--- src/rtl/drive_ctrl.sv ---
// drive_ctrl: two-motor H-bridge controller with a shared free-running PWM and the drive FSM.
// Optional dead-time on bridge in-pair changes is built when DRIVE_DEADTIME_EN is defined.

module drive_ctrl #(
    parameter int unsigned CLK_HZ        = 50_000_000,
    parameter int unsigned PWM_HZ        = 80,
    parameter int unsigned CNT_W         = 20,
    parameter int unsigned FULL_PCT      = 80,
    parameter int unsigned VEER_PCT      = 40,
    parameter int unsigned MAX_PCT       = 80,
    parameter int unsigned TURN_CYCLES   = 25_000_000,
    parameter int unsigned REV_CYCLES    = 50_000_000,
    parameter int unsigned JUNCT_TIMEOUT = 100_000_000,
    parameter int unsigned DEAD_CYCLES   = 500
) (
    input  logic       clk,
    input  logic       rst_n,
    input  logic [1:0] dir,
    input  logic       col_detect,
    input  logic       junction,
    input  logic       tone_valid,
    input  logic [2:0] tone_code,
    output logic       hb_en_a,
    output logic       hb_en_b,
    output logic       hb_in1,
    output logic       hb_in2,
    output logic       hb_in3,
    output logic       hb_in4,
    output logic [2:0] state,
    output logic       pwm_dbg
);

    localparam int unsigned PERIOD   = CLK_HZ / PWM_HZ;
    localparam int unsigned FULL_EFF = (FULL_PCT < MAX_PCT) ? FULL_PCT : MAX_PCT;
    localparam int unsigned VEER_EFF = (VEER_PCT < MAX_PCT) ? VEER_PCT : MAX_PCT;
    localparam longint unsigned ON_FULL_L = 64'(PERIOD) * 64'(FULL_EFF) / 64'd100;
    localparam longint unsigned ON_VEER_L = 64'(PERIOD) * 64'(VEER_EFF) / 64'd100;
    localparam logic [CNT_W:0]   ON_FULL  = (CNT_W+1)'(ON_FULL_L);
    localparam logic [CNT_W:0]   ON_VEER  = (CNT_W+1)'(ON_VEER_L);
    localparam logic [CNT_W-1:0] CNT_LAST = CNT_W'(PERIOD - 1);

    localparam int unsigned TMR_MAX0 = (TURN_CYCLES > REV_CYCLES) ? TURN_CYCLES : REV_CYCLES;
    localparam int unsigned TMR_MAX  = (TMR_MAX0 > JUNCT_TIMEOUT) ? TMR_MAX0 : JUNCT_TIMEOUT;
    localparam int unsigned TMR_W    = (TMR_MAX > 1) ? $clog2(TMR_MAX) : 1;
    localparam logic [TMR_W-1:0] TURN_LAST  = TMR_W'(TURN_CYCLES - 1);
    localparam logic [TMR_W-1:0] REV_LAST   = TMR_W'(REV_CYCLES - 1);
    localparam logic [TMR_W-1:0] JUNCT_LAST = TMR_W'(JUNCT_TIMEOUT - 1);

    // In-pair codes: side A is {in1,in2}, side B is {in3,in4}
    localparam logic [1:0] A_FWD = 2'b01;
    localparam logic [1:0] A_REV = 2'b10;
    localparam logic [1:0] B_FWD = 2'b10;
    localparam logic [1:0] B_REV = 2'b01;

    typedef enum logic [2:0] {
        FWD   = 3'd0,
        COLL  = 3'd1,
        JUNCT = 3'd2,
        TURN  = 3'd3,
        REV   = 3'd4,
        HALT  = 3'd5
    } driveState_t;

    driveState_t      stateQ, stateNext;
    logic [TMR_W-1:0] timer;
    logic [CNT_W-1:0] cnt;
    logic [1:0]       dirQ;
    logic             turnLeft;
    logic             pwmFull, pwmVeer;

    logic [1:0][1:0]  reqPair;
    logic [1:0]       reqRun, reqVeer, reqEn;

    logic [1:0]       enQ;
    logic [1:0][1:0]  pairQ;
    logic             pwmDbgQ;

    always_ff @(posedge clk or negedge rst_n) begin
        if (!rst_n) begin
            cnt <= '0;
        end else if (cnt == CNT_LAST) begin
            cnt <= '0;
        end else begin
            cnt <= cnt + 1'b1;
        end
    end

    assign pwmFull = ({1'b0, cnt} < ON_FULL);
    assign pwmVeer = ({1'b0, cnt} < ON_VEER);

    always_ff @(posedge clk or negedge rst_n) begin
        if (!rst_n) begin
            stateQ   <= FWD;
            timer    <= '0;
            dirQ     <= '0;
            turnLeft <= 1'b0;
        end else begin
            stateQ <= stateNext;
            dirQ   <= dir;
            if (stateNext != stateQ) begin
                timer <= '0;
            end else if (stateQ == JUNCT || stateQ == TURN || stateQ == REV) begin
                timer <= timer + 1'b1;
            end
            if (stateQ == JUNCT && stateNext == TURN) begin
                turnLeft <= (tone_code == 3'd2);
            end
        end
    end

    always_comb begin
        stateNext = stateQ;
        case (stateQ)
            FWD: begin
                if (col_detect)    stateNext = COLL;
                else if (junction) stateNext = JUNCT;
            end
            COLL: begin
                if (!col_detect) stateNext = FWD;
            end
            JUNCT: begin
                // collision beats tone, tone beats the timeout in the same cycle
                if (col_detect) begin
                    stateNext = COLL;
                end else if (tone_valid) begin
                    case (tone_code)
                        3'd1:       stateNext = FWD;
                        3'd2, 3'd3: stateNext = TURN;
                        3'd4:       stateNext = REV;
                        default:    stateNext = HALT;
                    endcase
                end else if (timer == JUNCT_LAST) begin
                    stateNext = HALT;
                end
            end
            TURN: begin
                if (col_detect)              stateNext = COLL;
                else if (timer == TURN_LAST) stateNext = FWD;
            end
            REV: begin
                if (col_detect)             stateNext = COLL;
                else if (timer == REV_LAST) stateNext = FWD;
            end
            HALT:    stateNext = HALT;
            default: stateNext = HALT;
        endcase
    end

    always_comb begin
        reqPair = '0;
        reqRun  = '0;
        reqVeer = '0;
        case (stateQ)
            FWD: begin
                if (dirQ != 2'b11) begin
                    reqRun     = 2'b11;
                    reqPair[0] = A_FWD;
                    reqPair[1] = B_FWD;
                    reqVeer[0] = (dirQ == 2'b01);
                    reqVeer[1] = (dirQ == 2'b10);
                end
            end
            TURN: begin
                reqRun  = 2'b11;
                reqVeer = 2'b11;
                if (turnLeft) begin
                    reqPair[0] = A_REV;
                    reqPair[1] = B_FWD;
                end else begin
                    reqPair[0] = A_FWD;
                    reqPair[1] = B_REV;
                end
            end
            REV: begin
                reqRun     = 2'b11;
                reqVeer    = 2'b11;
                reqPair[0] = A_REV;
                reqPair[1] = B_REV;
            end
            default: ;
        endcase
        reqEn[0] = reqRun[0] & (reqVeer[0] ? pwmVeer : pwmFull);
        reqEn[1] = reqRun[1] & (reqVeer[1] ? pwmVeer : pwmFull);
    end

`ifdef DRIVE_DEADTIME_EN
    localparam int unsigned DEAD_W = (DEAD_CYCLES >= 2) ? $clog2(DEAD_CYCLES) : 1;
    localparam logic [DEAD_W-1:0] DEAD_LOAD = DEAD_W'((DEAD_CYCLES > 0) ? DEAD_CYCLES - 1 : 0);

    logic [1:0][1:0]        curPair;
    logic [1:0][DEAD_W-1:0] deadCnt;
    logic [1:0]             changeReq, gapNow;

    // The change cycle itself is the first gap cycle, so the counter loads DEAD_CYCLES-1
    always_comb begin
        changeReq[0] = (reqPair[0] != curPair[0]);
        changeReq[1] = (reqPair[1] != curPair[1]);
        gapNow[0]    = (DEAD_CYCLES != 0) && (changeReq[0] || (deadCnt[0] != '0));
        gapNow[1]    = (DEAD_CYCLES != 0) && (changeReq[1] || (deadCnt[1] != '0));
    end

    always_ff @(posedge clk or negedge rst_n) begin
        if (!rst_n) begin
            curPair <= '0;
            deadCnt <= '0;
            enQ     <= '0;
            pairQ   <= '0;
            pwmDbgQ <= 1'b0;
        end else begin
            curPair    <= reqPair;
            deadCnt[0] <= changeReq[0] ? DEAD_LOAD : ((deadCnt[0] != '0) ? deadCnt[0] - 1'b1 : '0);
            deadCnt[1] <= changeReq[1] ? DEAD_LOAD : ((deadCnt[1] != '0) ? deadCnt[1] - 1'b1 : '0);
            enQ        <= reqEn & ~gapNow;
            pairQ[0]   <= gapNow[0] ? 2'b00 : reqPair[0];
            pairQ[1]   <= gapNow[1] ? 2'b00 : reqPair[1];
            pwmDbgQ    <= pwmVeer;
        end
    end
`else
    always_ff @(posedge clk or negedge rst_n) begin
        if (!rst_n) begin
            enQ     <= '0;
            pairQ   <= '0;
            pwmDbgQ <= 1'b0;
        end else begin
            enQ     <= reqEn;
            pairQ   <= reqPair;
            pwmDbgQ <= pwmVeer;
        end
    end
`endif

    assign hb_en_a          = enQ[0];
    assign hb_en_b          = enQ[1];
    assign {hb_in1, hb_in2} = pairQ[0];
    assign {hb_in3, hb_in4} = pairQ[1];
    assign pwm_dbg          = pwmDbgQ;
    assign state            = stateQ;

endmodule

--- config.mk ---
export PLATFORM = sky130hd
export DESIGN_NAME = drive_ctrl
export DESIGN_NICKNAME = d
export VERILOG_FILES = /design/src/rtl/drive_ctrl.sv
export SDC_FILE = /design/constraint.sdc
export NUM_CORES = 1
export LEC_CHECK = 0
export ABC_AREA = 1
export ABC_CLOCK_PERIOD_IN_PS = 1800
export CAP_MARGIN = 15
export CORE_AREA = 2 2 99 101
export DETAILED_ROUTE_END_ITERATION = 6
export DIE_AREA = 0 0 101 103
export PLACE_DENSITY_LB_ADDON = 0.12
export RECOVER_POWER = 100
export SLEW_MARGIN = 20
export SYNTH_ARGS = -nofsm -noshare
export SYNTH_HDL_FRONTEND = slang
export SYNTH_SLANG_ARGS = --single-unit
--- constraint.sdc ---
create_clock -name clk -period 1.8 [get_ports clk]
set_clock_uncertainty 0.05 [all_clocks]
set_input_delay 0.36 -clock clk [delete_from_list [all_inputs] [get_ports clk]]
set_output_delay 0.36 -clock clk [all_outputs]
set_load 0.02 [all_outputs]
=== Word-level counts from Yosys, hierarchy flattened ===
Cells that the tools add are included.

* $add $sub $neg: 2
* Magnitude comparators: 2
* Equality and inequality tests: 17
* Multiplexer cells: 24
* Bitwise gates (word level): 2
* Reductions and logical operators: 7

{| class="wikitable"
|+ Operators with widths
! operator !! number
|-
| 27-bit two-way mux || 2
|-
| 3-bit two-way mux || 10
|-
| 27-bit by 1-bit adder with 27-bit output (second input constant) || 1
|-
| 27-bit by 25-bit equality test with 1-bit output (second input constant) || 1
|-
| 27-bit by 26-bit equality test with 1-bit output (second input constant) || 1
|-
| 27-bit equality test (second input constant) || 1
|-
| 20-bit by 1-bit adder with 20-bit output (second input constant) || 1
|-
| 20-bit equality test (second input constant) || 1
|-
| 20-bit by 18-bit < comparator with 1-bit output (second input constant) || 1
|-
| 20-bit by 19-bit < comparator with 1-bit output (second input constant) || 1
|-
| 20-bit two-way mux || 1
|-
| 3-bit by 2-bit equality test with 1-bit output (second input constant) || 5
|-
| 3-bit case mux with 5 select lines || 1
|-
| 4-bit case mux with 3 select lines || 1
|-
| 3-bit case mux with 3 select lines || 1
|-
| 4-bit two-way mux || 2
|-
| 2-bit case mux with 2 select lines || 2
|-
| 3-bit by 1-bit equality test with 1-bit output (second input constant) || 2
|-
| 3-bit equality test (second input constant) || 2
|-
| 2-bit two-way mux || 2
|-
| 2-bit OR reduction || 2
|-
| 3-bit zero test || 1
|-
| 3-bit inequality test || 1
|-
| 1-bit bitwise AND || 2
|-
| other kinds (7) || 9
|}

* Flip-flop bits (word level): 60
* Input bits: 10
* Output and inout port bits: 10
* Word-level logic and storage cells: 63

=== Logic depth before layout (Yosys ltp) ===
Gate-level depths: netlist of the first run.

* Word-level depth: 8
* Depth in mapped cells: 15
* Depth with buffers taken out: 15

=== Worst setup path before layout of the first run ===
No wires, ideal clock.

* Kind: reg-to-reg
* From: register timer[0]
* To: register timer[6]
* Library setup time: 0.068 ns
* Arrival time: 1.732 ns
* Data required time: 1.682 ns
* Slack: -0.050 ns
* Cell stages (with the launch flop): 14
* Buffers on the path: 1
* Period minus slack after synthesis: 1.850 ns
* Path through: dfrtp_1 > ha_1 > nand3_1 > inv_2 > nand2_1 > nor2_2 > nand2_2 > nand2_2 > nand2_2 > nand4_1 > a21oi_4 > nand2_4 > buf_12 > nor2_4

* Longest elaborated chain between the ends: 7
* Elaborated cells between the ends (all ways): 16
* Those cells by class: add/sub (1); eq/ne (4); mux (10); reduce/logical (1)

{| class="wikitable"
|+ Ends and longest elaborated chain
! element !! RTL line !! RTL
|-
| start, declared || 65 || <nowiki>logic [TMR_W-1:0] timer;</nowiki>
|-
| start signal, assigned || 103 || <nowiki>timer <= timer + 1'b1;</nowiki>
|-
| 27-bit equality test || 132 || <nowiki>end else if (timer == JUNCT_LAST) begin</nowiki>
|-
| 3-bit two-way mux || 132 ||
|-
| 3-bit two-way mux || 125 || <nowiki>end else if (tone_valid) begin</nowiki>
|-
| 3-bit two-way mux || 123 || <nowiki>if (col_detect) begin</nowiki>
|-
| 3-bit case mux with 5 select lines || 113 || <nowiki>case (stateQ)</nowiki>
|-
| 3-bit inequality test || 100 || <nowiki>if (stateNext != stateQ) begin</nowiki>
|-
| 27-bit two-way mux or 2-bit nonzero test (tied branches) || n/a ||
|}

Several ways; a longest one is shown, not always the timed one. The select of a mux whose other input is x is not followed.
A chain may end at the register's enable or synchronous reset.

=== Worst setup path after layout of the first run ===
* From: register timer[1]
* To: register timer[11]

The elaborated chain is that of the path after synthesis.

==> run metrics, run 1 <==
antenna violations before repair 0; required time of the critical path 2.04 ns; crit path time final 1.98 ns; Die Area 0.0104 mm²; Fin. Hold Viols 0; GR met1 Demand/Resource 23.4%; setup violators final 28; Worst setup EP type register; routed vias 3397; Mean Syn Cell Area 7.87 µm²; DP Wirelength 6.67 mm; row count 36; slowest stage delay, CP 0.36 ns; met3 GRT Util 3.93%; Power Total 2.49 mW; Hold Path End cnt[0]; Iter 0 DRT Violations 111; first-pass GRT wire length 15.2 mm; setup ws final -0.184 ns; R2R depth 13; detail-routed via count per cell 4.85; Critical path buffers and inverters 3; Antenna Nets Post-Route 0; GRT Overall Usage 18.7%; FMAX 504 MHz; total global routing overflow 0; Ys Warns 0; clock transition at the registers of the reported paths 0.08 ns; Die W 101 µm; CP most frequent cell nand2_2; Arr. time, crit path 2.23 ns; Inserted Clock Buffers 9; die height 103 µm; Hold Crit Class register to register; ys async rst share 100%; P per Cell Area 489 mW/mm²; average wire per standard cell 13.0 µm; critical path startpoint category register; clk_lat worst skew 0.35 ns; core area 0.00946 mm²; status complete, but fails checks; Ports 20; largest net degree at the start of global routing 61; CTS tree built; CP max-delay cell dfrtp_1; synth unique cells 35; synthesized instance count 464; sequential share of the synthesized area 41.1%; worst reg2reg setup slack -0.18 ns; Post-synth EDFFs 0; FF+latch count, synth 60; final-report max-slew violation count 0; Crit Path Category register to register; worst path cell trace ha_2 -> nand3_2 -> inv_2 -> nand2_2 -> nor2_2 -> nand2_2 -> nand2_2 -> nand4_1 -> a21oi_4 -> nand2_4 -> buf_12 -> buf_12 -> nor2_4; Cell Area, Synth 0.00365 mm²; failing checks setup timing; Tightest Pin Transition 0.818 ns; Yosys top cell area share 41.1%; RSZ-0062 raised after global routing yes; VDD IR max 0.382 mV; leading area contributor after synthesis dfrtp_1; main flop type after synthesis dfrtp_1; CP top delay family simple AND/OR/NAND/NOR gates; vias in the first global route 3287; DRC viols 0; FF-to-FF End timer[11]; Register Area 0.00151 mm²; reg-to-reg startpoint timer[1]; final wirelength 9.08 mm; layout cells sized above 1 35.8%; Leak 2.33 nW; Buffers on Ports 19; Area growth syn-to-layout 39.8%; Initial Util 38.6%; area of the multi-input gates 0.00207 mm²; nets 594; Filler Cells Inserted 913; Slew Limit Headroom 45.5%; Util after Layout 54.0%; worst hold margin 0.417 ns; hold path start cnt[0]; # H-tree levels 3; maxcap violations 0; top cells by area, synth dfrtp_1, nand2_1, nor2_4; M2 GR Usage 32.2%; GP Congestion 0.876; clk buf depth 2; Hold Path Cell Cnt 1; period utilization 110%; first-pass detailed-route iteration total 5; Sink Count 60; number of diodes 0; root buffer cell clkbuf_8; Synth Net Count 476; most used routing layer met2; Crit Path Max Fanout 6
[cell usage in the layout (no fill, tap or decap), drive strengths merged, types with 12 or more instances in the layout]
cell / instances
a21oi: 13
buf: 90
clkbuf: 12
clkdlybuf4s50: 13
dfrtp: 60
inv: 70
nand2: 98
nand3: 21
nand4: 15
nor2: 88
nor3: 23
o21ai: 19
xor2: 23
[worst max-delay path by stage]
stage | startpoint | end | depth (start not counted) | slack [ns]
after floorplan | timer[0] | timer[9] | 12 | -0.01
after global placement | tone_code[1] | timer[5] | 11 | -0.32
after detailed placement | tone_code[1] | timer[25] | 11 | -0.38
after CTS | timer[1] | timer[24] | 13 | -0.20
after global routing | timer[25] | timer[12] | 16 | -0.30
final | timer[1] | timer[11] | 13 | -0.18
[Yosys cell counts, types with 3 or more instances]
| library cell | n |
|---|---|
| nand4_1 | 15 |
| nand2_2 | 9 |
| nor2_2 | 3 |
| nor3_1 | 22 |
| dfrtp_1 | 60 |
| inv_1 | 63 |
| o21ai_0 | 17 |
| xor2_1 | 23 |
| nor2_1 | 63 |
| a21oi_1 | 10 |
| inv_2 | 7 |
| xnor2_1 | 6 |
| nand3_1 | 20 |
| nor2_4 | 22 |
| nand2_1 | 88 |
| nor4_1 | 11 |
[cell families after synthesis]
logic type	share of synthesized area [%]
buffers and inverters	8.43
XOR/XNOR	6.95
multiplexers	0.274
AO/OA/AOI/OAI	6.41
AND/OR/NAND/NOR	36.1
flip-flops	41.1
adder cells (fa/ha/maj)	0.685
[power breakdown]
group / total, mW / internal, mW / leakage, nW / switching, mW
Combinational: 0.0660 / 0.0253 / 1.44 / 0.0407
Clock: 1.08 / 0.527 / 0.0889 / 0.550
Sequential: 1.35 / 1.35 / 0.799 / 0.000999
[area by class of cell]
type / count / area share, %
Multi-Input combinational cell: 331 / 40.6
Sequential cell: 60 / 29.5
Timing Repair Buffer: 110 / 18.6
Inverter: 70 / 5.15
Tap cell: 114 / 2.79
Clock buffer: 11 / 2.77
Clock inverter: 5 / 0.539
[what timing repair did]
| action | 4_1_cts | 5_1_grt |
|---|---|---|
| pin swaps | 7 | 27 |
| hold buffers | 1 | 0 |
| endpoints found under the setup margin | 31 | 37 |
| cloned | 2 | 0 |
| endpoints found under the hold margin | 60 | 0 |
| buffers inserted | 3 | 9 |
| resized for setup | 25 | 57 |
[layer usage]
metal  wire [µm]  part of all wire, %
met2        4620                   51
met5           0                    0
met4         117                  1.3
met1        4040                   45
met3         297                  3.3
[stage by stage]
stage	setup WS, ns	TNS, ns	cell area, µm²	std cells
after detailed placement	-0.375	-9.53	4560	672
after CTS	-0.203	-4.17	4910	694
after floorplan	-0.0113	-0.150	3660	464
final	-0.184	-3.18	5110	701
after global routing	-0.303	-6.86	5110	701
after global placement	-0.318	-8.53	4560	672
[flip-flops by register name, indices dropped and copies added, names as in the netlist]
| signal | flops |
|---|---|
| cnt | 20 |
| dirQ | 2 |
| enQ | 2 |
| hb_in1 | 1 |
| hb_in2 | 1 |
| hb_in3 | 1 |
| hb_in4 | 1 |
| pwm_dbg | 1 |
| state | 3 |
| timer | 27 |
| turnLeft | 1 |
Note: power is estimated with default switching activity, not from simulation.
==> run 2: changes to the inputs <==
--- a/config.mk
+++ b/config.mk
@@ -11,6 +11,7 @@
 export CORE_AREA = 2 2 99 101
 export DETAILED_ROUTE_END_ITERATION = 6
 export DIE_AREA = 0 0 101 103
+export HOLD_SLACK_MARGIN = 0.05
 export PLACE_DENSITY_LB_ADDON = 0.12
 export RECOVER_POWER = 100
 export SLEW_MARGIN = 20
==> results of run 2 <==
Final layout, timing and power as in run 1 (identical DEF).
==> run 3: changes to the inputs <==
--- a/config.mk
+++ b/config.mk
@@ -12,7 +12,6 @@
 export DETAILED_ROUTE_END_ITERATION = 6
 export DIE_AREA = 0 0 101 103
 export HOLD_SLACK_MARGIN = 0.05
-export PLACE_DENSITY_LB_ADDON = 0.12
 export RECOVER_POWER = 100
 export SLEW_MARGIN = 20
 export SYNTH_ARGS = -nofsm -noshare
==> run 3 against run 2 <==
  * The flow still finishes with violations (setup timing)
  * Clock power grew 9%
  * Critical endpoint is now timer[6]
  * Setup slack got worse by 0.045 ns
  * Critical path type unchanged
  * Cell count is 1.0% higher
  * Critical path depth is 2 higher
==> run metrics, run 3 (synthesis gave the netlist of run 1 again) <==
vias in the first global route 3314 (was 3287); Arr. time, crit path 2.21 ns (was 2.23 ns); Crit Path Category register to register (unchanged); total global routing overflow 0 (unchanged); maxcap violations 0 (unchanged); post-place setup slack -0.370 ns (was -0.375 ns); DRC viols 0 (unchanged); crit path time final 2.03 ns (was 1.98 ns); max reg flops 27 (unchanged); period utilization 113% (was 110%); Sink Count 60 (unchanged); Inserted Clock Buffers 9 (unchanged); final wirelength 9.11 mm (was 9.08 mm); Antenna Nets Post-Route 0 (unchanged); GP Congestion 0.886 (was 0.876); Power Total 2.60 mW (was 2.49 mW); Hold Crit Class register to register (unchanged); Die W 101 µm (unchanged); detail-routed via count per cell 4.82 (was 4.85); nets 601 (was 594); clock transition at the registers of the reported paths 0.07 ns (was 0.08 ns); # H-tree levels 3 (unchanged); row count 36 (unchanged); root buffer cell clkbuf_8 (unchanged); Die Area 0.0104 mm² (unchanged); commonest non-fill, non-tap cell in the layout buf_4 (unchanged); setup ws final -0.229 ns (was -0.184 ns); P per Cell Area 509 mW/mm² (was 489 mW/mm²); Switching Share 22.6% (was 23.7%); required time of the critical path 1.98 ns (was 2.04 ns); critical path startpoint category register (unchanged); clk_lat worst skew 0.35 ns (about the same); Crit Path Max Fanout 7 (was 6); average wire per standard cell 12.9 µm (was 13.0 µm); sequential power share 52.0% (was 54.2%); DP Wirelength 6.63 mm (was 6.67 mm); clk buf depth 2 (unchanged); core area 0.00946 mm² (unchanged); failing checks setup timing (unchanged); GRT Overall Usage 18.6% (was 18.7%); final-report max-slew violation count 0 (unchanged); setup violators final 28 (unchanged); number of diodes 0 (unchanged); FMAX 493 MHz (was 504 MHz); largest net degree at the start of global routing 42 (was 61); NetSw 0.587 mW (was 0.592 mW); antenna violations before repair 0 (unchanged); Iter 0 DRT Violations 114 (was 111); Initial Util 38.6% (unchanged); most frequent cells in the layout buf_4, nand2_1, inv_1, dfrtp_1, nor2_1 (unchanged); Leak 2.33 nW (about the same); first-pass GRT wire length 15.1 mm (was 15.2 mm); Buffers on Ports 19 (unchanged); Placed Instance Area 0.00458 mm² (was 0.00456 mm²); post-route cell area 0.00510 mm² (was 0.00511 mm²); Tightest Pin Transition 0.622 ns (was 0.818 ns); Gate power share 2.6% (about the same); Area growth syn-to-layout 39.6% (was 39.8%); Worst setup EP type register (unchanged); Fin. Hold Viols 0 (unchanged); status complete, but fails checks (unchanged); Slew Limit Headroom 58.5% (was 45.5%); Biggest register timer (unchanged); die height 103 µm (unchanged); CTS tree built (unchanged); RSZ-0062 raised after global routing yes (unchanged); first-pass detailed-route iteration total 5 (unchanged); clock network fraction of design power 45.3% (was 43.2%); routed vias 3414 (was 3397); VDD IR max 0.362 mV (was 0.382 mV); P_int 2.01 mW (was 1.90 mW); Ports 20 (unchanged); layout cells sized above 1 32.3% (was 35.8%); Filler Cells Inserted 875 (was 913)
run 3: worst max-delay path, stage by stage, from the launching register on:
cell	delay (ns)
dfrtp_1	0.36
ha_2	0.20
nand3_2	0.08
inv_2	0.10
nand2_1	0.06
nor2_1	0.13
nand2_1	0.10
nand2_2	0.09
buf_4	0.11
nand3_2	0.07
nand2_2	0.10
a21oi_4	0.06
nand2_4	0.08
buf_12	0.12
buf_16	0.15
nor2_4	0.03
run 3: cell type report:
class                           instances  area [µm²]  share of cell area [%]
Clock inverter                          5        52.6                    1.03
Clock buffer                           11         131                    2.58
Sequential cell                        60        1510                    29.5
Timing Repair Buffer                  117        1010                    19.8
Tap cell                              114         143                    2.80
Multi-Input combinational cell        331        2000                    39.1
Inverter                               70         263                    5.15
run 3: worst paths after layout:
kind                       slack (ns)      from  cells past startpoint        to
max in group asynchronous        0.07     rst_n                      4  timer[7]
hold reg to reg                  0.41    cnt[0]                      1    cnt[0]
setup reg to reg                -0.23  timer[1]                     15  timer[6]
setup / recovery                -0.23  timer[1]                     15  timer[6]
min in group asynchronous        0.51     rst_n                      2   cnt[13]
hold / removal                   0.41    cnt[0]                      1    cnt[0]
run 3: repair_timing:
item                       in CTS  in global routing
hold endpoints to repair       10                  0
gates cloned                    2                  0
setup endpoints to repair      32                 40
pin swaps                      15                 14
setup buffers                   7                  8
resized for setup              18                 29
hold buffers                    1                  0
run 3: per-stage QoR:
step           hold WS (ns)  util, %  TNS [ns]  cells
3_5_place_dp          0.211     48.4     -9.08    674
2_1_floorplan        0.0144        -    -0.150    464
3_3_place_gp          0.213     48.4     -8.75    674
5_1_grt               0.466     53.9    -11.69    708
4_1_cts               0.387     52.3     -5.80    700
6_report              0.405     53.9     -5.80    708
run 3: power groups by stage:
stage | Clock, mW | Sequential (mW) | Combinational, mW
5_1_grt | 1.27 | 1.35 | 0.0795
3_3_place_gp | 0 | 1.38 | 0.0742
2_1_floorplan | 0 | 1.38 | 0.00984
6_report | 1.18 | 1.35 | 0.0684
3_5_place_dp | 0 | 1.38 | 0.0743
4_1_cts | 1.21 | 1.35 | 0.0765
run 3: routing by layer:
layer | part of all wire [%] | vias up | routed length, µm | global-route usage [%]
met5 | 0 | - | 0 | 0
met4 | 1.5 | 0 | 138 | 7.38
met3 | 4.0 | 13 | 363 | 3.53
met2 | 48 | 69 | 4410 | 29.9
met1 | 46 | 1594 | 4190 | 24.7
li1 | - | 1738 | - | -
